===== src/rtl/core_types_pkg.sv =====
// Shared core types: ROB sizing and the branch notification sent from the BRUs to the ROB.
package core_types_pkg;

  localparam int ROB_ENTRIES         = 64;
  localparam int LOG_ROB_ENTRIES     = $clog2(ROB_ENTRIES);
  localparam int BTB_PRED_INFO_WIDTH = 8;
  localparam int PC_WIDTH            = 32;

  typedef struct packed {
    logic [LOG_ROB_ENTRIES-1:0]     ROB_index;
    logic                           is_mispredict;
    logic                           is_taken;
    logic                           use_upct;
    logic [BTB_PRED_INFO_WIDTH-1:0] updated_pred_info;
    logic                           pred_lru;
    logic [PC_WIDTH-1:0]            start_PC;
    logic [PC_WIDTH-1:0]            target_PC;
  } branch_notif_t;

  // Distance from the ROB head; the natural wrap of the index width gives the modulo.
  function automatic logic [LOG_ROB_ENTRIES-1:0] rob_age(
    input logic [LOG_ROB_ENTRIES-1:0] index,
    input logic [LOG_ROB_ENTRIES-1:0] head
  );
    return index - head;
  endfunction

endpackage


===== src/rtl/branch_notif_oldest_select.sv =====
// Combinational oldest-first picker: one-hot grant to the valid requester closest to the ROB head.
module branch_notif_oldest_select
  import core_types_pkg::*;
#(
  parameter int REQ_COUNT = 2
) (
  input  logic [REQ_COUNT-1:0]       valid,
  input  logic [LOG_ROB_ENTRIES-1:0] rob_index [REQ_COUNT],
  input  logic [LOG_ROB_ENTRIES-1:0] head_index,
  output logic [REQ_COUNT-1:0]       grant
);

  logic [LOG_ROB_ENTRIES-1:0] age [REQ_COUNT];

  generate
    for (genvar gi = 0; gi < REQ_COUNT; gi++) begin : g_age
      assign age[gi] = rob_age(rob_index[gi], head_index);
    end
  endgenerate

  // A requester wins unless some other valid requester is strictly older, or equally old at a lower index.
  always_comb begin
    grant = '0;
    for (int j = 0; j < REQ_COUNT; j++) begin
      grant[j] = valid[j];
      for (int k = 0; k < REQ_COUNT; k++) begin
        if (k != j && valid[k]) begin
          if ((age[k] < age[j]) || ((age[k] == age[j]) && (k < j))) begin
            grant[j] = 1'b0;
          end
        end
      end
    end
  end

endmodule


===== src/rtl/bru_branch_notif_arbiter.sv =====
// Arbitrates BRU branch notifications onto the single ROB port through a one-entry output stage.
// BRU_NOTIF_ARB_AGE_PRIORITY_EN selects oldest-first grant; otherwise round-robin.
module bru_branch_notif_arbiter
  import core_types_pkg::*;
#(
  parameter int BRU_COUNT = 2
) (
  input  logic                       CLK,
  input  logic                       nRST,
  input  logic [LOG_ROB_ENTRIES-1:0] rob_head_index,
  input  logic [BRU_COUNT-1:0]       req_valid,
  input  branch_notif_t              req_notif [BRU_COUNT],
  output logic [BRU_COUNT-1:0]       req_ready,
  output logic                       branch_notif_valid,
  output branch_notif_t              branch_notif,
  input  logic                       branch_notif_ready,
  output logic [15:0]                mispredict_sent_count
);

  localparam int IDX_W = $clog2(BRU_COUNT);

  logic [BRU_COUNT-1:0] grant;
  logic [IDX_W-1:0]     grant_idx;
  logic                 out_free;
  logic                 accept;
  branch_notif_t        sel_notif;

`ifdef BRU_NOTIF_ARB_AGE_PRIORITY_EN
  logic [LOG_ROB_ENTRIES-1:0] req_index [BRU_COUNT];

  generate
    for (genvar gi = 0; gi < BRU_COUNT; gi++) begin : g_index
      assign req_index[gi] = req_notif[gi].ROB_index;
    end
  endgenerate

  branch_notif_oldest_select #(
    .REQ_COUNT (BRU_COUNT)
  ) u_oldest_select (
    .valid      (req_valid),
    .rob_index  (req_index),
    .head_index (rob_head_index),
    .grant      (grant)
  );
`else
  logic [IDX_W-1:0] rr_ptr_reg;
  logic             unused_head;

  assign unused_head = ^rob_head_index;

  // First valid requester at or after ptr, wrapping around.
  function automatic logic [BRU_COUNT-1:0] rr_pick(
    input logic [BRU_COUNT-1:0] valid,
    input logic [IDX_W-1:0]     ptr
  );
    logic [BRU_COUNT-1:0] g;
    logic                 found;
    int                   idx;
    g     = '0;
    found = 1'b0;
    for (int k = 0; k < BRU_COUNT; k++) begin
      idx = (int'(ptr) + k) % BRU_COUNT;
      if (!found && valid[idx]) begin
        g[idx] = 1'b1;
        found  = 1'b1;
      end
    end
    return g;
  endfunction

  assign grant = rr_pick(req_valid, rr_ptr_reg);

  always_ff @(posedge CLK or negedge nRST) begin
    if (!nRST) begin
      rr_ptr_reg <= '0;
    end else if (accept) begin
      rr_ptr_reg <= (grant_idx == IDX_W'(BRU_COUNT - 1)) ? '0 : grant_idx + 1'b1;
    end
  end
`endif

  assign out_free = ~branch_notif_valid | branch_notif_ready;

  generate
    for (genvar gi = 0; gi < BRU_COUNT; gi++) begin : g_ready
      assign req_ready[gi] = grant[gi] & out_free;
    end
  endgenerate

  assign accept = |(req_valid & req_ready);

  always_comb begin
    grant_idx = '0;
    for (int j = 0; j < BRU_COUNT; j++) begin
      if (grant[j]) begin
        grant_idx = j[IDX_W-1:0];
      end
    end
  end

  assign sel_notif = req_notif[grant_idx];

  // A drain and a new accept in the same cycle simply replace the entry.
  always_ff @(posedge CLK or negedge nRST) begin
    if (!nRST) begin
      branch_notif_valid <= 1'b0;
      branch_notif       <= '0;
    end else if (accept) begin
      branch_notif_valid <= 1'b1;
      branch_notif       <= sel_notif;
    end else if (branch_notif_ready) begin
      branch_notif_valid <= 1'b0;
    end
  end

  always_ff @(posedge CLK or negedge nRST) begin
    if (!nRST) begin
      mispredict_sent_count <= '0;
    end else if (branch_notif_valid && branch_notif_ready && branch_notif.is_mispredict
                 && (mispredict_sent_count != 16'hFFFF)) begin
      mispredict_sent_count <= mispredict_sent_count + 16'd1;
    end
  end

endmodule

===== config.mk =====
export PLATFORM = sky130hd
export DESIGN_NAME = bru_branch_notif_arbiter
export DESIGN_NICKNAME = d
export VERILOG_FILES = /design/src/rtl/core_types_pkg.sv /design/src/rtl/branch_notif_oldest_select.sv /design/src/rtl/bru_branch_notif_arbiter.sv
export SDC_FILE = /design/constraint.sdc
export NUM_CORES = 1
export LEC_CHECK = 0
export ABC_CLOCK_PERIOD_IN_PS = 2000
export BUFFER_PORTS_ARGS = -buffer_cell sky130_fd_sc_hd__buf_4
export CAP_MARGIN = 30
export CELL_PAD_IN_SITES_DETAIL_PLACEMENT = 1
export CELL_PAD_IN_SITES_GLOBAL_PLACEMENT = 2
export CORE_MARGIN = 3
export CORE_UTILIZATION = 25
export CTS_CLUSTER_SIZE = 30
export DETAILED_ROUTE_END_ITERATION = 10
export GPL_ROUTABILITY_DRIVEN = 0
export PLACE_DENSITY = 0.86
export SETUP_SLACK_MARGIN = 0.3
export SLEW_MARGIN = 5
export SYNTH_ARGS = -nofsm -noshare
export SYNTH_HDL_FRONTEND = slang
export SYNTH_SLANG_ARGS = --single-unit

===== constraint.sdc =====
create_clock -name CLK -period 2 [get_ports CLK]
set_input_delay 0.2 -clock CLK [delete_from_list [all_inputs] [get_ports CLK]]
set_output_delay 0.2 -clock CLK [all_outputs]
set_load 0.1 [all_outputs]

**Word-level counts from Yosys, hierarchy flattened**

Index checks and enable logic that the tools add are counted.

- Register bits: 100
- Input port bits: 175
- Output and inout bits: 101
- Word-level logic and storage cells: 56

- $add $sub $neg: 3
- $lt $le $gt $ge: 5
- Equality and inequality tests: 1
- Multiplexer cells: 19
- Bitwise logic cells: 8
- Reductions and logical operators: 9

Operator list:

| operator | number |
|---|---|
| two-way mux 82 bit | 3 |
| adder 16 x 1 -> 16 bit, second input constant | 1 |
| != test 16 bit, second input constant | 1 |
| two-way mux 1 bit | 12 |
| logical AND 1 bit | 6 |
| two-way mux 2 bit | 2 |
| less-than comparator 2 x 3 -> 1 bit, second input constant | 1 |
| adder 1 bit, second input constant | 2 |
| AND 1 bit | 2 |
| AND 2 bit | 1 |
| demux 1 bit (select 1 bit) | 2 |
| greater-or-equal comparator 2 x 1 -> 1 bit, second input constant | 1 |
| greater-or-equal comparator 2 bit, second input constant | 1 |
| less-than comparator 1 x 2 -> 1 bit, second input constant | 1 |
| NOT 1 -> 2 bit | 1 |
| OR 2 bit | 1 |
| nonzero test 2 bit | 1 |
| OR reduction 2 bit | 1 |
| AND 1 bit, first input constant | 1 |
| greater-or-equal comparator 1 bit, second input constant | 1 |
| zero test 1 bit | 1 |
| NOT 1 bit | 1 |
| OR 1 bit | 1 |

**Logic depth before layout (Yosys ltp)**

- Depth in word-level cells: 13
- Depth in mapped cells: 6
- Gate-level depth less buffers: 5

**Worst setup path after synthesis**

OpenSTA, ideal clock, no wires.

- Kind: register -> output
- From: reg branch_notif_valid
- To: out req_ready[0]
- Arrival: 2.605 ns
- Required time: 1.800 ns
- Slack: -0.805 ns
- Stages on the path, launching flop included: 4
- Cells stage by stage: dfrtp_1 -> nand2b_1 -> nand2_1 -> a21oi_1

- Cells in the longest elaborated chain, start to end: 3

Ends and longest elaborated chain:

| item | line | text |
|---|---|---|
| start: declaration | bru_branch_notif_arbiter.sv:14 | `output logic branch_notif_valid,` |
| start signal: assignment | bru_branch_notif_arbiter.sv:106 | `branch_notif_valid <= 1'b0;` |
| start signal: assignment | bru_branch_notif_arbiter.sv:109 | `branch_notif_valid <= 1'b1;` |
| start signal: assignment | bru_branch_notif_arbiter.sv:112 | `branch_notif_valid <= 1'b0;` |
| NOT 1 bit | bru_branch_notif_arbiter.sv:82 | `assign out_free = ~branch_notif_valid \| branch_notif_ready;` |
| OR 1 bit | bru_branch_notif_arbiter.sv:82 |  |
| AND 1 bit | bru_branch_notif_arbiter.sv:86 | `assign req_ready[gi] = grant[gi] & out_free;` |
| end: declaration | bru_branch_notif_arbiter.sv:13 | `output logic [BRU_COUNT-1:0] req_ready,` |

No other way between the ends.

**Final worst setup path**

- From: reg rr_ptr_reg
- To: out req_ready[1]

- Cells in the longest elaborated chain, start to end: 9

Ends and longest elaborated chain:

| item | line | text |
|---|---|---|
| start: declaration | bru_branch_notif_arbiter.sv:46 | `logic [IDX_W-1:0] rr_ptr_reg;` |
| start signal: assignment | bru_branch_notif_arbiter.sv:77 | `rr_ptr_reg <= (grant_idx == IDX_W'(BRU_COUNT - 1)) ? '0 : grant_idx + 1'b1;` |
| adder 1 bit | bru_branch_notif_arbiter.sv:62 | `idx = (int'(ptr) + k) % BRU_COUNT;` |
| AND 1 bit (no source line) | - |  |
| less-than comparator 2 x 3 -> 1 bit (not written as such) or greater-or-equal comparator 2 x 1 -> 1 bit (tied branches) | bru_branch_notif_arbiter.sv:64 | `g[idx] = 1'b1;` |
| logical AND 1 bit (not written as such) | bru_branch_notif_arbiter.sv:64 |  |
| two-way mux 1 bit (not written as such) | bru_branch_notif_arbiter.sv:64 |  |
| demux 1 bit (select 1 bit) | bru_branch_notif_arbiter.sv:64 |  |
| OR 2 bit (no source line) | - |  |
| two-way mux 2 bit (*) | bru_branch_notif_arbiter.sv:63 | `if (!found && valid[idx]) begin` |
| AND 1 bit (*) | bru_branch_notif_arbiter.sv:86 |  |

Every way passes the cells marked *; elsewhere a longest branch is shown, timed or not. The select of a mux whose other input is x is not followed.

==> results.md <==
- Status: complete, no violations
- Pwr Total: 8.30 mW
- Pwr/cell area: 1120 nW/um^2
- Max VDD drop: 424 uV
- DRC Markers: 0
- Yosys synthesis warning count: 0
- Layout Area Growth over Synthesis: 57.4%
- Top routing layer in use: met4
- Chip Height: 143 um
- Final Max Slew Viols: 0
- Layout Nets: 887
- Max reg flops: approximately 80
- Startpoint Class: register
- DR vias/cell: 4.60
- Final setup vio count: 0
- Setup CP Type: register to primary output
- Largest registers: branch_notif (82), mispredict_sent_count (16)
- CP Capture Point: req_ready[1]
- Site row count: 49
- Routed wire length: 15700 um
- Initial Util: 25.9%
- Area of the mapped netlist: 4710 sq um
- Hold slack: 95.0 ps
- Port Buffers: around 270
- Crit. End Element: primary output
- Worst R2R Setup Slack: 380 ps
- Clock Latency Late Sink: 340 ps
- WP data arrival: 1440 ps
- Top reg by flops: branch_notif
- Cells after DPL: 924
- Reg2reg start: rr_ptr_reg
- Final setup margin: 362 ps
- First-pass GRT wire length: 24100 um
- Met2 routed WL: 8380 um
- Vias: 4347
- Finished Core Util: roughly 41%
- Initial DRC count: slightly below 100
- Post-synth top area share: between 50 and 60%
- Total die area: 20500 sq um
- Post-synth ARST share: 100%
- Largest area contributor in the synthesized netlist: dfrtp_1
- Max stage delay on crit path: 460 ps
- GRT Util Overall: 14.7%
- Fin cells: 945
- Primary FF master, synth: dfrtp_1
- Diode count: 0
- Cell count after synthesis: approximately 450
- Worst path cell trace: o21ai_4 > buf_12 > nor2b_4 > buf_4
- Maximum fanout along the worst path: 10
- Syn_nets: 624
- Static leakage: 3.64 nW
- Antenna violations before repair: 0
- CTS root buf: clkbuf_16
- Footprint of the multi-input gates: 2070 sq um
- CTS Buffer Depth: 2
- Clock skew: 10.5 ps
- CP top delay family: flip-flops
- H-tree Lvls: 3
- # IOs: 276
- Final ANT Viol Nets: 0
- R2R Path End: branch_notif[14]
- WP buf/inv: 2
- DRT Pass-1 Iters: 4
- Die width: 143 um
- Reg clk slew, reported paths: around 70 ps
- CTS buffer count: 9
- #FFs+latches synth: 100
- Rel. slew slack: 75.1%
- Vias in the first global route: 4738
- Hpwl dp: about 12000 um
- Place WS: 393 ps
- Final Hold Violating Endpoints: 0
- Reg area: 2560 sq um
- Largest net degree at the start of global routing: between 70 and 80
- Post-route design area: 7410 sq um
- Slew at the pin with the worst max-slew slack: 372 ps
- Crit path from: rr_ptr_reg
- Met1 Wirelength: 5870 um
- CTS tree: yes
- CTS sink cnt: 100
- Req. time, crit path: approximately 1800 ps
- Area after DPL: 7050 sq um
- TNS Setup: 0 ps
- # fillers: 2076
- Tmin final: roughly 1600 ps
- Final period util: 81.9%
- Max Freq: 611 MHz
- RSZ-0062 raised after global routing: true
- Synth top area cells: dfrtp_1 53%, mux2i_1 17%, a21oi_1 9.0%
- Slowest CP cell: dfrtp_2
- WL per Instance: 16.6 um
- Synth cell types: 33
- Met3 WL: 1240 um
- Core area: 18200 sq um
- Hold WC Path Type: primary input to register
- Mean Syn Cell Area: 10.5 sq um
- Worst reg2reg path depth: 5
- Sequential fraction of the synthesis area: 53.1%
- CP Depth: 4
- Number of flops mapped to enable cells by yosys: 0
- GRT Residual Overflow: 0
- Layout cells sized above 1: 45.5%
- Maxcap violations: 0
synth_stat cells, types with 3 or more instances:
cell type / count
xor2_1: 6
buf_6: 8
and3_1: 5
buf_2: 18
and4_1: 3
nor2_1: 86
a31oi_1: 4
o21ai_0: 4
mux2i_1: 82
nand2_1: 8
nand2b_1: 3
dfrtp_1: 100
a21oi_1: 85
nor3_1: 4
nand3_1: 7
nand4_1: 4
where the power goes:
part / internal [mW] / switching, mW / total, mW
clock: 0.844 / 0.751 / 1.59
combinational: 1.02 / 3.07 / 4.08
sequential: 2.37 / 0.247 / 2.62
cells in the final DEF (no fill, tap or decap), types with 2 or more instances in the layout:
cell,synthesis,layout
a21oi_1,85,84
a22oi_1,2,2
a31oi_1,4,4
and3_1,5,4
and4_1,3,3
buf_12,0,4
buf_4,1,272
clkbuf_1,2,3
clkbuf_16,0,10
clkinv_2,0,2
dfrtp_1,100,81
dfrtp_2,0,7
dfrtp_4,0,12
mux2_2,2,2
mux2i_1,82,81
nand2_1,8,8
nand2b_1,3,2
nand3_1,7,7
nand4_1,4,4
nor2_1,86,86
nor3_1,4,3
o21ai_0,4,4
or3_1,2,2
xor2_1,6,6
worst min-delay path, delay by kind of cell:
family	cells	cell delay (ps)
and+or+nand+nor	2	100
buffers and inverters	1	110
layout make-up:
class | count | area share (%)
Tap cell | 229 | 3.87
Clock buffer | 12 | 3.19
Clock inverter | 4 | 0.354
Sequential cell | 100 | 34.5
Inverter | 1 | 0.0506
Timing Repair Buffer | 281 | 30.1
Multi-Input combinational cell | 318 | 28.0
worst min path at each step:
stage | from | end | slack (ps) | cells past startpoint
2_1_floorplan | nRST | branch_notif[0] | -100 | 0
3_3_place_gp | nRST | branch_notif[32] | 100 | 1
3_5_place_dp | nRST | branch_notif[32] | 100 | 1
4_1_cts | req_valid[0] | branch_notif_valid | 80 | 3
5_1_grt | req_valid[0] | branch_notif_valid | 110 | 3
6_report | req_valid[0] | branch_notif_valid | 100 | 3
timing repair:
action                                  in CTS  in global routing
gates cloned                                 1                  1
pin swaps                                    1                  1
resized for setup                            3                  2
endpoints found under the setup margin       2                  8
hold buffers                                 1                  0
hold endpoints to repair                    18                  0
setup buffers                                1                  1
kinds of logic (layout without fill, tap and decap cells):
kind of cell / count (synthesis) / after routing / synth area share [%]
AO/OA/AOI/OAI: 98 / 98 / 11.0
adder cells (fa/ha/maj): 1 / 1 / 0.266
multiplexers: 85 / 85 / 18.2
XOR/XNOR: 7 / 7 / 1.30
flip-flops: 100 / 100 / 53.1
buffers and inverters: 30 / 298 / 4.22
AND/OR/NAND/NOR: 127 / 127 / 11.9
layer usage:
metal	GRT usage, %	vias to the layer above
met5	0	-
met4	4.61	0
met3	4.62	16
met2	27.2	154
met1	15.9	2092
li1	-	2085
No activity file was read; power rests on OpenSTA's default activity.
